[config.mk]
export PLATFORM = sky130hd
export DESIGN_NAME = param_link
export DESIGN_NICKNAME = d
export VERILOG_FILES = /design/src/rtl/param_link_pkg.sv /design/src/rtl/param_link_if.sv /design/src/rtl/param_link_slave.sv /design/src/rtl/param_link.sv
export SDC_FILE = /design/constraint.sdc
export NUM_CORES = 1
export LEC_CHECK = 0
export CORE_AREA = 3 3 81 83
export CTS_BUF_LIST = sky130_fd_sc_hd__clkbuf_16
export DETAILED_ROUTE_END_ITERATION = 12
export DIE_AREA = 0 0 84 86
export PLACE_DENSITY = 0.51
export RECOVER_POWER = 100
export SLEW_MARGIN = 20
export SYNTH_ARGS = -nofsm -noshare
export SYNTH_HDL_FRONTEND = slang
export SYNTH_SLANG_ARGS = --single-unit
[constraint.sdc]
create_clock -name clk -period 4.1 [get_ports clk]
set_input_delay 0.41 -clock clk [delete_from_list [all_inputs] [get_ports clk]]
set_output_delay 0.41 -clock clk [all_outputs]
set_load 0.02 [all_outputs]
[src/rtl/param_link_pkg.sv]
// Shared types and width helpers for the param_link block.
// The optional checksum (LINK_CHECKSUM_EN) needs nothing from this package.
package param_link_pkg;

    typedef enum logic [1:0] {
        M_IDLE,
        M_REQ,
        M_ACKLOW,
        M_DONE
    } m_state_t;

    typedef enum logic [1:0] {
        S_IDLE,
        S_WAIT,
        S_ACK
    } s_state_t;

    // Width able to hold 0..max_len inclusive.
    function automatic int calc_len_w(input int max_len);
        return (max_len < 1) ? 1 : $clog2(max_len + 1);
    endfunction

    // Width of the slave's ack-delay counter (counts 0..ack_wait-1).
    function automatic int calc_wait_w(input int ack_wait);
        return (ack_wait < 2) ? 1 : $clog2(ack_wait);
    endfunction

endpackage

[src/rtl/param_link_if.sv]
// Internal 4-phase req/ack link between the burst master and the slave.
// Unaffected by LINK_CHECKSUM_EN.
interface param_link_if #(
    parameter int DATA_W = 8
);
    logic              req;
    logic              ack;
    logic [DATA_W-1:0] data;

    modport master (output req, output data, input ack);
    modport slave  (input req, input data, output ack);
endinterface

[src/rtl/param_link_slave.sv]
// Receiving end of the link: delays ack by ACK_WAIT cycles and captures words.
// With LINK_CHECKSUM_EN defined it also keeps a running modular sum of captured words.
module param_link_slave
    import param_link_pkg::*;
#(
    parameter int DATA_W   = 8,
    parameter int ACK_WAIT = 0
) (
    input  logic              clk,
    input  logic              rst,
    param_link_if.slave       hs,
    output logic [DATA_W-1:0] last_word
`ifdef LINK_CHECKSUM_EN
    ,
    input  logic              clr,
    output logic [DATA_W-1:0] checksum
`endif
);

    localparam int                WAIT_W    = calc_wait_w(ACK_WAIT);
    localparam logic [WAIT_W-1:0] WAIT_LAST = WAIT_W'((ACK_WAIT > 0) ? ACK_WAIT - 1 : 0);

    s_state_t          s_state_reg, s_state_next;
    logic [WAIT_W-1:0] wait_cnt_reg, wait_cnt_next;
    logic              ack_reg;
    logic [DATA_W-1:0] last_word_reg;
    logic              capture;

    // ack is a registered decode of the next state so it rises on the same
    // edge the FSM enters S_ACK.
    always_ff @(posedge clk or negedge rst) begin
        if (!rst) begin
            s_state_reg  <= S_IDLE;
            wait_cnt_reg <= '0;
            ack_reg      <= 1'b0;
        end else begin
            s_state_reg  <= s_state_next;
            wait_cnt_reg <= wait_cnt_next;
            ack_reg      <= (s_state_next == S_ACK);
        end
    end

    always_comb begin
        s_state_next  = s_state_reg;
        wait_cnt_next = wait_cnt_reg;
        case (s_state_reg)
            S_IDLE: begin
                if (hs.req) begin
                    wait_cnt_next = '0;
                    s_state_next  = (ACK_WAIT == 0) ? S_ACK : S_WAIT;
                end
            end
            S_WAIT: begin
                if (wait_cnt_reg == WAIT_LAST) begin
                    s_state_next = S_ACK;
                end else begin
                    wait_cnt_next = wait_cnt_reg + 1'b1;
                end
            end
            S_ACK: begin
                if (!hs.req) begin
                    s_state_next = S_IDLE;
                end
            end
            default: s_state_next = S_IDLE;
        endcase
    end

    always_comb begin
        capture = (s_state_reg == S_IDLE) && hs.req;
    end

    assign hs.ack    = ack_reg;
    assign last_word = last_word_reg;

    always_ff @(posedge clk or negedge rst) begin
        if (!rst) begin
            last_word_reg <= '0;
        end else if (capture) begin
            last_word_reg <= hs.data;
        end
    end

`ifdef LINK_CHECKSUM_EN
    logic [DATA_W-1:0] checksum_reg;

    // clr and capture never coincide: the slave is idle whenever a start is accepted.
    always_ff @(posedge clk or negedge rst) begin
        if (!rst) begin
            checksum_reg <= '0;
        end else if (clr) begin
            checksum_reg <= '0;
        end else if (capture) begin
            checksum_reg <= checksum_reg + hs.data;
        end
    end

    assign checksum = checksum_reg;
`endif

endmodule

[src/rtl/param_link.sv]
// Burst master: sends base_data, base_data+1, ... over a 4-phase link to param_link_slave.
// Define LINK_CHECKSUM_EN to add the checksum output.
module param_link
    import param_link_pkg::*;
#(
    parameter int  DATA_W   = 8,
    parameter int  MAX_LEN  = 16,
    parameter int  ACK_WAIT = 0,
    localparam int LEN_W    = calc_len_w(MAX_LEN)
) (
    input  logic              clk,
    input  logic              rst,
    input  logic              start,
    input  logic [LEN_W-1:0]  burst_len,
    input  logic [DATA_W-1:0] base_data,
    output logic              busy,
    output logic              done,
    output logic [LEN_W-1:0]  word_count,
    output logic [DATA_W-1:0] last_word
`ifdef LINK_CHECKSUM_EN
    ,
    output logic [DATA_W-1:0] checksum
`endif
);

    localparam logic [LEN_W-1:0] MAX_LEN_V = LEN_W'(MAX_LEN);

    m_state_t          m_state_reg, m_state_next;
    logic [LEN_W-1:0]  len_reg, len_next;
    logic [LEN_W-1:0]  word_count_reg, word_count_next;
    logic [DATA_W-1:0] data_reg, data_next;
    logic              req_reg;
    logic [LEN_W-1:0]  start_len;

    param_link_if #(.DATA_W(DATA_W)) hs ();

    assign start_len = (burst_len > MAX_LEN_V) ? MAX_LEN_V : burst_len;

    // word_count doubles as the word index; req follows the next state so the
    // next word goes out on the same edge the master sees ack fall.
    always_ff @(posedge clk or negedge rst) begin
        if (!rst) begin
            m_state_reg    <= M_IDLE;
            len_reg        <= '0;
            word_count_reg <= '0;
            data_reg       <= '0;
            req_reg        <= 1'b0;
        end else begin
            m_state_reg    <= m_state_next;
            len_reg        <= len_next;
            word_count_reg <= word_count_next;
            data_reg       <= data_next;
            req_reg        <= (m_state_next == M_REQ);
        end
    end

    always_comb begin
        m_state_next    = m_state_reg;
        len_next        = len_reg;
        word_count_next = word_count_reg;
        data_next       = data_reg;
        case (m_state_reg)
            M_IDLE: begin
                if (start) begin
                    len_next        = start_len;
                    word_count_next = '0;
                    data_next       = base_data;
                    m_state_next    = (start_len == '0) ? M_DONE : M_REQ;
                end
            end
            M_REQ: begin
                if (hs.ack) begin
                    word_count_next = word_count_reg + 1'b1;
                    data_next       = data_reg + 1'b1;
                    m_state_next    = M_ACKLOW;
                end
            end
            M_ACKLOW: begin
                if (!hs.ack) begin
                    m_state_next = (word_count_reg == len_reg) ? M_DONE : M_REQ;
                end
            end
            M_DONE:  m_state_next = M_IDLE;
            default: m_state_next = M_IDLE;
        endcase
    end

    always_comb begin
        busy = (m_state_reg != M_IDLE);
        done = (m_state_reg == M_DONE);
    end

    assign hs.req     = req_reg;
    assign hs.data    = data_reg;
    assign word_count = word_count_reg;

`ifdef LINK_CHECKSUM_EN
    logic accept;
    assign accept = (m_state_reg == M_IDLE) && start;
`endif

    param_link_slave #(
        .DATA_W   (DATA_W),
        .ACK_WAIT (ACK_WAIT)
    ) u_slave (
        .clk       (clk),
        .rst       (rst),
        .hs        (hs),
        .last_word (last_word)
`ifdef LINK_CHECKSUM_EN
        ,
        .clr       (accept),
        .checksum  (checksum)
`endif
    );

endmodule
After elaboration in Yosys (flattened, before gate mapping)
Index checks and enable logic that the tools add are counted.

Logic and storage cells: 54. Flip-flop bits (word level): 33. Input bits: 16.

Add/subtract/negate cells: 3. Muxes and demuxes: 20. Reductions and logical operators: 10. $lt $le $gt $ge: 1. Equal/unequal tests: 11.

Operator list (number): $mux W2 (8); $mux W8 (2); $pmux W8 S2 (1); $mux W5 (3); $pmux W5 S2 (1); $add A8 B1 Y8 const B (1); $eq A2 B2 Y1 const B (4); $pmux W2 S4 (1); $eq A2 B1 Y1 const B (3); $pmux W2 S3 (1); $reduce_bool A2 Y1 (3); $add A5 B1 Y5 const B (1); $eq A5 B5 Y1 (1); $gt A5 B5 Y1 const B (1); $logic_not A5 Y1 (1); $logic_not A2 Y1 (2); $ne A2 B2 Y1 const B (2); $reduce_and A2 Y1 (2); $reduce_and A3 Y1 (1); $mux W1 (2); $ne A2 B1 Y1 const B (1); $pmux W1 S2 (1); $add A1 B1 Y1 const B (1); $logic_and A1 B1 Y1 (1).

Logic depth before layout (Yosys ltp)
Depth in word-level cells: 7. Mapped depth: 6.

Modules after synthesis
Synthesis repeated with hierarchy kept, for this count alone.

Cell total of the unflattened synthesis: 147. Area total of the unflattened synthesis: 1512.7 um2.

By module, submodules not included: param_link (area each 1136.1 um2, cells each 125, times used 1); param_link_slave (area each 376.6 um2, cells each 22, times used 1).

Worst setup path before layout
Ideal clock, no wire load.

Path type: input -> register. Start point: in burst_len[1]. End point: reg req_reg (netlist: hs.req). Slack: 2.577 ns. Stages: 3. Data required time: 3.980 ns. Data arrival time: 1.403 ns. Path through: or4_1 -> or3_1 -> and4_1.

Cells in the longest elaborated chain, start to end: 7.

Ends and longest elaborated chain: from (decl) (RTL line param_link.sv:14) `input logic [LEN_W-1:0] burst_len,`; $gt A5 B5 Y1 (RTL line param_link.sv:37) `assign start_len = (burst_len > MAX_LEN_V) ? MAX_LEN_V : burst_len;`; $mux W5 (*) (RTL line param_link.sv:37); $logic_not A5 Y1 (*) (RTL line param_link.sv:68) `m_state_next = (start_len == '0) ? M_DONE : M_REQ;`; $mux W2 (*) (RTL line param_link.sv:68); $mux W2 (*) (RTL line param_link.sv:64) `if (start) begin`; $pmux W2 S4 (*) (RTL line param_link.sv:62) `case (m_state_reg)`; $eq A2 B1 Y1 (*) (RTL line param_link.sv:53) `req_reg <= (m_state_next == M_REQ);`; to (signal assigned) (RTL line param_link.sv:53); to (decl) (RTL line param_link.sv:32) `logic req_reg;`.

Mark *: on every way between the ends. The rest lies on a longest branch, timed or not. A chain may end at the register's enable or synchronous reset.

Worst setup path after layout
Start point: reg m_state_reg[0]. End point: out busy.

Cells in the longest elaborated chain, start to end: 1.

Ends and longest elaborated chain: from (decl) (RTL line param_link.sv:28) `m_state_t m_state_reg, m_state_next;`; from (signal assigned) (RTL line param_link.sv:49) `m_state_reg <= m_state_next;`; $reduce_bool A2 Y1 (RTL line param_link.sv:89) `busy = (m_state_reg != M_IDLE);`; to (decl) (RTL line param_link.sv:16) `output logic busy,`.

Every way passes these cells.

==> flow_metrics.env <==
export IMPL_outcome="complete, but fails checks"
export IMPL_violations="capacitance limit, slew limit"
export IMPL_yosys_area_top_type_share_pct=53.3
export IMPL_drt_iter0_markers=44
export IMPL_worstMarginPinSlew_ns=1.67
export IMPL_synth_seq_cells=31
export IMPL_n_antenna_cell=0
export IMPL_worstReg2RegStart="m_state_reg[0]"
export IMPL_relSlewSlack_pct=-11.6
export IMPL_grt_max_degree=32
export IMPL_highest_layer="met4"
export IMPL_max_clock_path_buffers=2
export IMPL_leakagePower_nw=0.844
export IMPL_hold_path_endpoint="u_slave.hs.ack"
export IMPL_seq_area_um2=776
export IMPL_max_freq_ghz=0.478
export IMPL_cpPeakStageDelay_ns=0.65
export IMPL_p_switching_mw=0.547
export IMPL_powerDensity_nw_per_um2=741
export IMPL_cts_resized=0
export IMPL_synth_commonest_cells="dfrtp_1, nand2_1, o21ai_0"
export IMPL_finalHoldViolations=0
export IMPL_dieHeight_um=86
export IMPL_crit_type="reg -> out"
export IMPL_ant_nets=0
export IMPL_end_kind="output pin"
export IMPL_swShare_pct=37.4
export IMPL_synth_xor_area_share_pct=4.21
export IMPL_coreArea_um2=5920
export IMPL_synth_compound_area_share_pct=13.1
export IMPL_nets=196
export IMPL_initial_core_util_pct=24.6
export IMPL_syn_nets=161
export IMPL_area_delta_synth_final_pct=35.6
export IMPL_cts_root_buf="clkbuf_16"
export IMPL_wl_met1_mm=1.58
export IMPL_fin_crit_sh_pct=51.1
export IMPL_rows=28
export IMPL_drv_cap=1
export IMPL_cts_made_buffers=5
export IMPL_yosysWarnings=0
export IMPL_crit_required_ns=3.69
export IMPL_crit_chain="or2_2, dlygate4sd3_1"
export IMPL_fin_setup_tns_ns=0
export IMPL_synth_area_top_cells="dfrtp_1, mux2_2, nand2_1"
export IMPL_startpoint_type="register"
export IMPL_fillerInstances=618
export IMPL_hold_buffers=0
export IMPL_min_period_ns=2.09
export IMPL_grt_pass1_wl_mm=5.43
export IMPL_synth_largest_area_cell="dfrtp_1"
export IMPL_dr_wl_met3_um=158
export IMPL_wl_met2_mm=1.41
export IMPL_slew_violations=32
export IMPL_vias_per_cell=4.38
export IMPL_path_max_fanout=9
export IMPL_p_clk_share_pct=23.2
export IMPL_synth_area_um2=1460
export IMPL_dp_cells=246
export IMPL_tritoncts="done"
export IMPL_portBuffers=30
export IMPL_multi_input_area_um2=653
export IMPL_yosysMostFrequentCell="dfrtp_1"
export IMPL_finalInstanceArea_um2=1970
export IMPL_clk_pin_slew_worst_paths_ns=0.05
export IMPL_worstRegToRegCells=5
export IMPL_hp_class="reg -> reg"
export IMPL_dieArea_um2=7220
export IMPL_track_usage_pct=9.79
export IMPL_post_cts_setup_buffers=0
export IMPL_p_comb_share_pct=38.5
export IMPL_holdCritStartpoint="hs.req"
export IMPL_drc=0
export IMPL_intPower_mw=0.915
export IMPL_synth_distinct_cells=30
export IMPL_synthSimpleGateAreaFrac_pct=18.0
export IMPL_antenna_found_initial=0
export IMPL_reg2reg_slack_ns=2.21
export IMPL_avgSynthCellArea_um2=10.2
export IMPL_worst_path_max_delay_cell="dlygate4sd3_1"
export IMPL_place_congestion=0.760
export IMPL_first_pass_iters=4
export IMPL_fin_util_pct=33.3
export IMPL_cts_sinks=31
export IMPL_place_hpwl_mm=2.25
export IMPL_clock_skew_final_ns=0.00375
export IMPL_synth_area_mux_share_pct=7.56
export IMPL_ios=31
export IMPL_drive_gt1_share_pct=7.82
export IMPL_wl_per_cell_um=12.6
export IMPL_vias=1112
export IMPL_arrival_ns=1.68
export IMPL_synth_top_family_by_area="simple AND/OR/NAND/NOR gates"
export IMPL_synth_flop_cell="dfrtp_1"
export IMPL_setup_violations_final=0
export IMPL_synthAdderAreaFrac_pct=1.72
export IMPL_wl_mm=3.21
export IMPL_fin_cells=254
export IMPL_cts_max_level=2
export IMPL_ir_drop_v=0.000242
export IMPL_rr_endpoint="hs.req"
export IMPL_rsz0062_at_grt="false"
export IMPL_postSynthCellCount=143
export IMPL_placed_area_um2=1850
export IMPL_synthArstFlopShare_pct=100
export IMPL_min_path_cells=2
export IMPL_grt_pass1_vias=1072
export IMPL_die_x_um=84
export IMPL_clk_latency_ns=0.27
export IMPL_pwr_share_seq_pct=38.3
export IMPL_synth_edff_count=0
export IMPL_grt_overflow=0
export IMPL_synth_seq_area_share_pct=53.3
routing by layer:
metal	GRT usage, %	up-vias
met5	0	-
met4	4.82	0
met3	3.75	6
met2	14.2	28
met1	12.8	502
li1	-	576
cell type report:
cell class / instances / area share [%]
sequential: 31 / 39.3
multi-input combinational: 106 / 33.1
timing repair buffer: 32 / 15.6
clock buffer: 5 / 6.34
tap: 75 / 4.75
clock inverter: 3 / 0.570
inverter: 2 / 0.380
worst max-delay path: cells and delay by family (launching register included):
family                 cells  cell delay [ns]
buffers and inverters      1             0.65
DFF                        1             0.45
and+or+nand+nor            1             0.32
layout by cell type (no fill, tap or decap), types with 3 or more instances in the layout:
cell type | netlist | routed
o22ai_1 | 4 | 4
o21ai_0 | 15 | 15
a21oi_1 | 13 | 13
clkdlybuf4s50_1 | 0 | 13
clkbuf_16 | 0 | 5
nand3_1 | 7 | 7
xor2_1 | 6 | 6
inv_1 | 2 | 3
nand4_1 | 3 | 3
mux2_2 | 8 | 8
nor2_1 | 4 | 4
dfrtp_1 | 31 | 31
nand2_1 | 20 | 20
nand2b_1 | 5 | 5
dlygate4sd3_1 | 0 | 17
cells by family (layout without fill, tap and decap cells):
kind of cell	after synthesis	count (layout)
buf+inv	6	42
fa+ha+maj	2	2
simple gates	51	51
xor+xnor	7	7
flops	31	31
other cells	1	1
mux	10	10
compound gates	35	35
through the flow:
| stage | hold WS [ns] | power [mW] | setup slack, ns |
|---|---|---|---|
| 3_5_place_dp | 0.483 | 1.16 | 1.91 |
| 3_3_place_gp | 0.467 | 1.16 | 1.95 |
| 5_1_grt | 0.516 | 1.58 | 1.67 |
| 2_1_floorplan | 0.114 | 0.940 | 2.58 |
| 6_report | 0.484 | 1.46 | 2.01 |
| 4_1_cts | 0.491 | 1.51 | 2.10 |
worst max-delay path by stage:
stage / slack [ns] / cells past startpoint / from / to
floorplan: 2.58 / 3 / burst_len[1] / hs.req
detailed placement: 1.91 / 5 / start / data_reg[0]
finish: 2.01 / 2 / m_state_reg[0] / busy
CTS: 2.10 / 2 / m_state_reg[0] / busy
global route: 1.67 / 2 / rst / u_slave.last_word[0]
global placement: 1.95 / 5 / start / data_reg[0]
power groups by stage:
| stage | registers [mW] | clock network [mW] | logic [mW] |
|---|---|---|---|
| 6_report | 0.560 | 0.339 | 0.563 |
| 5_1_grt | 0.583 | 0.365 | 0.632 |
| 4_1_cts | 0.565 | 0.348 | 0.599 |
| 2_1_floorplan | 0.594 | 0 | 0.345 |
| 3_5_place_dp | 0.570 | 0 | 0.594 |
| 3_3_place_gp | 0.569 | 0 | 0.590 |
No activity file was read; power rests on OpenSTA's default activity.
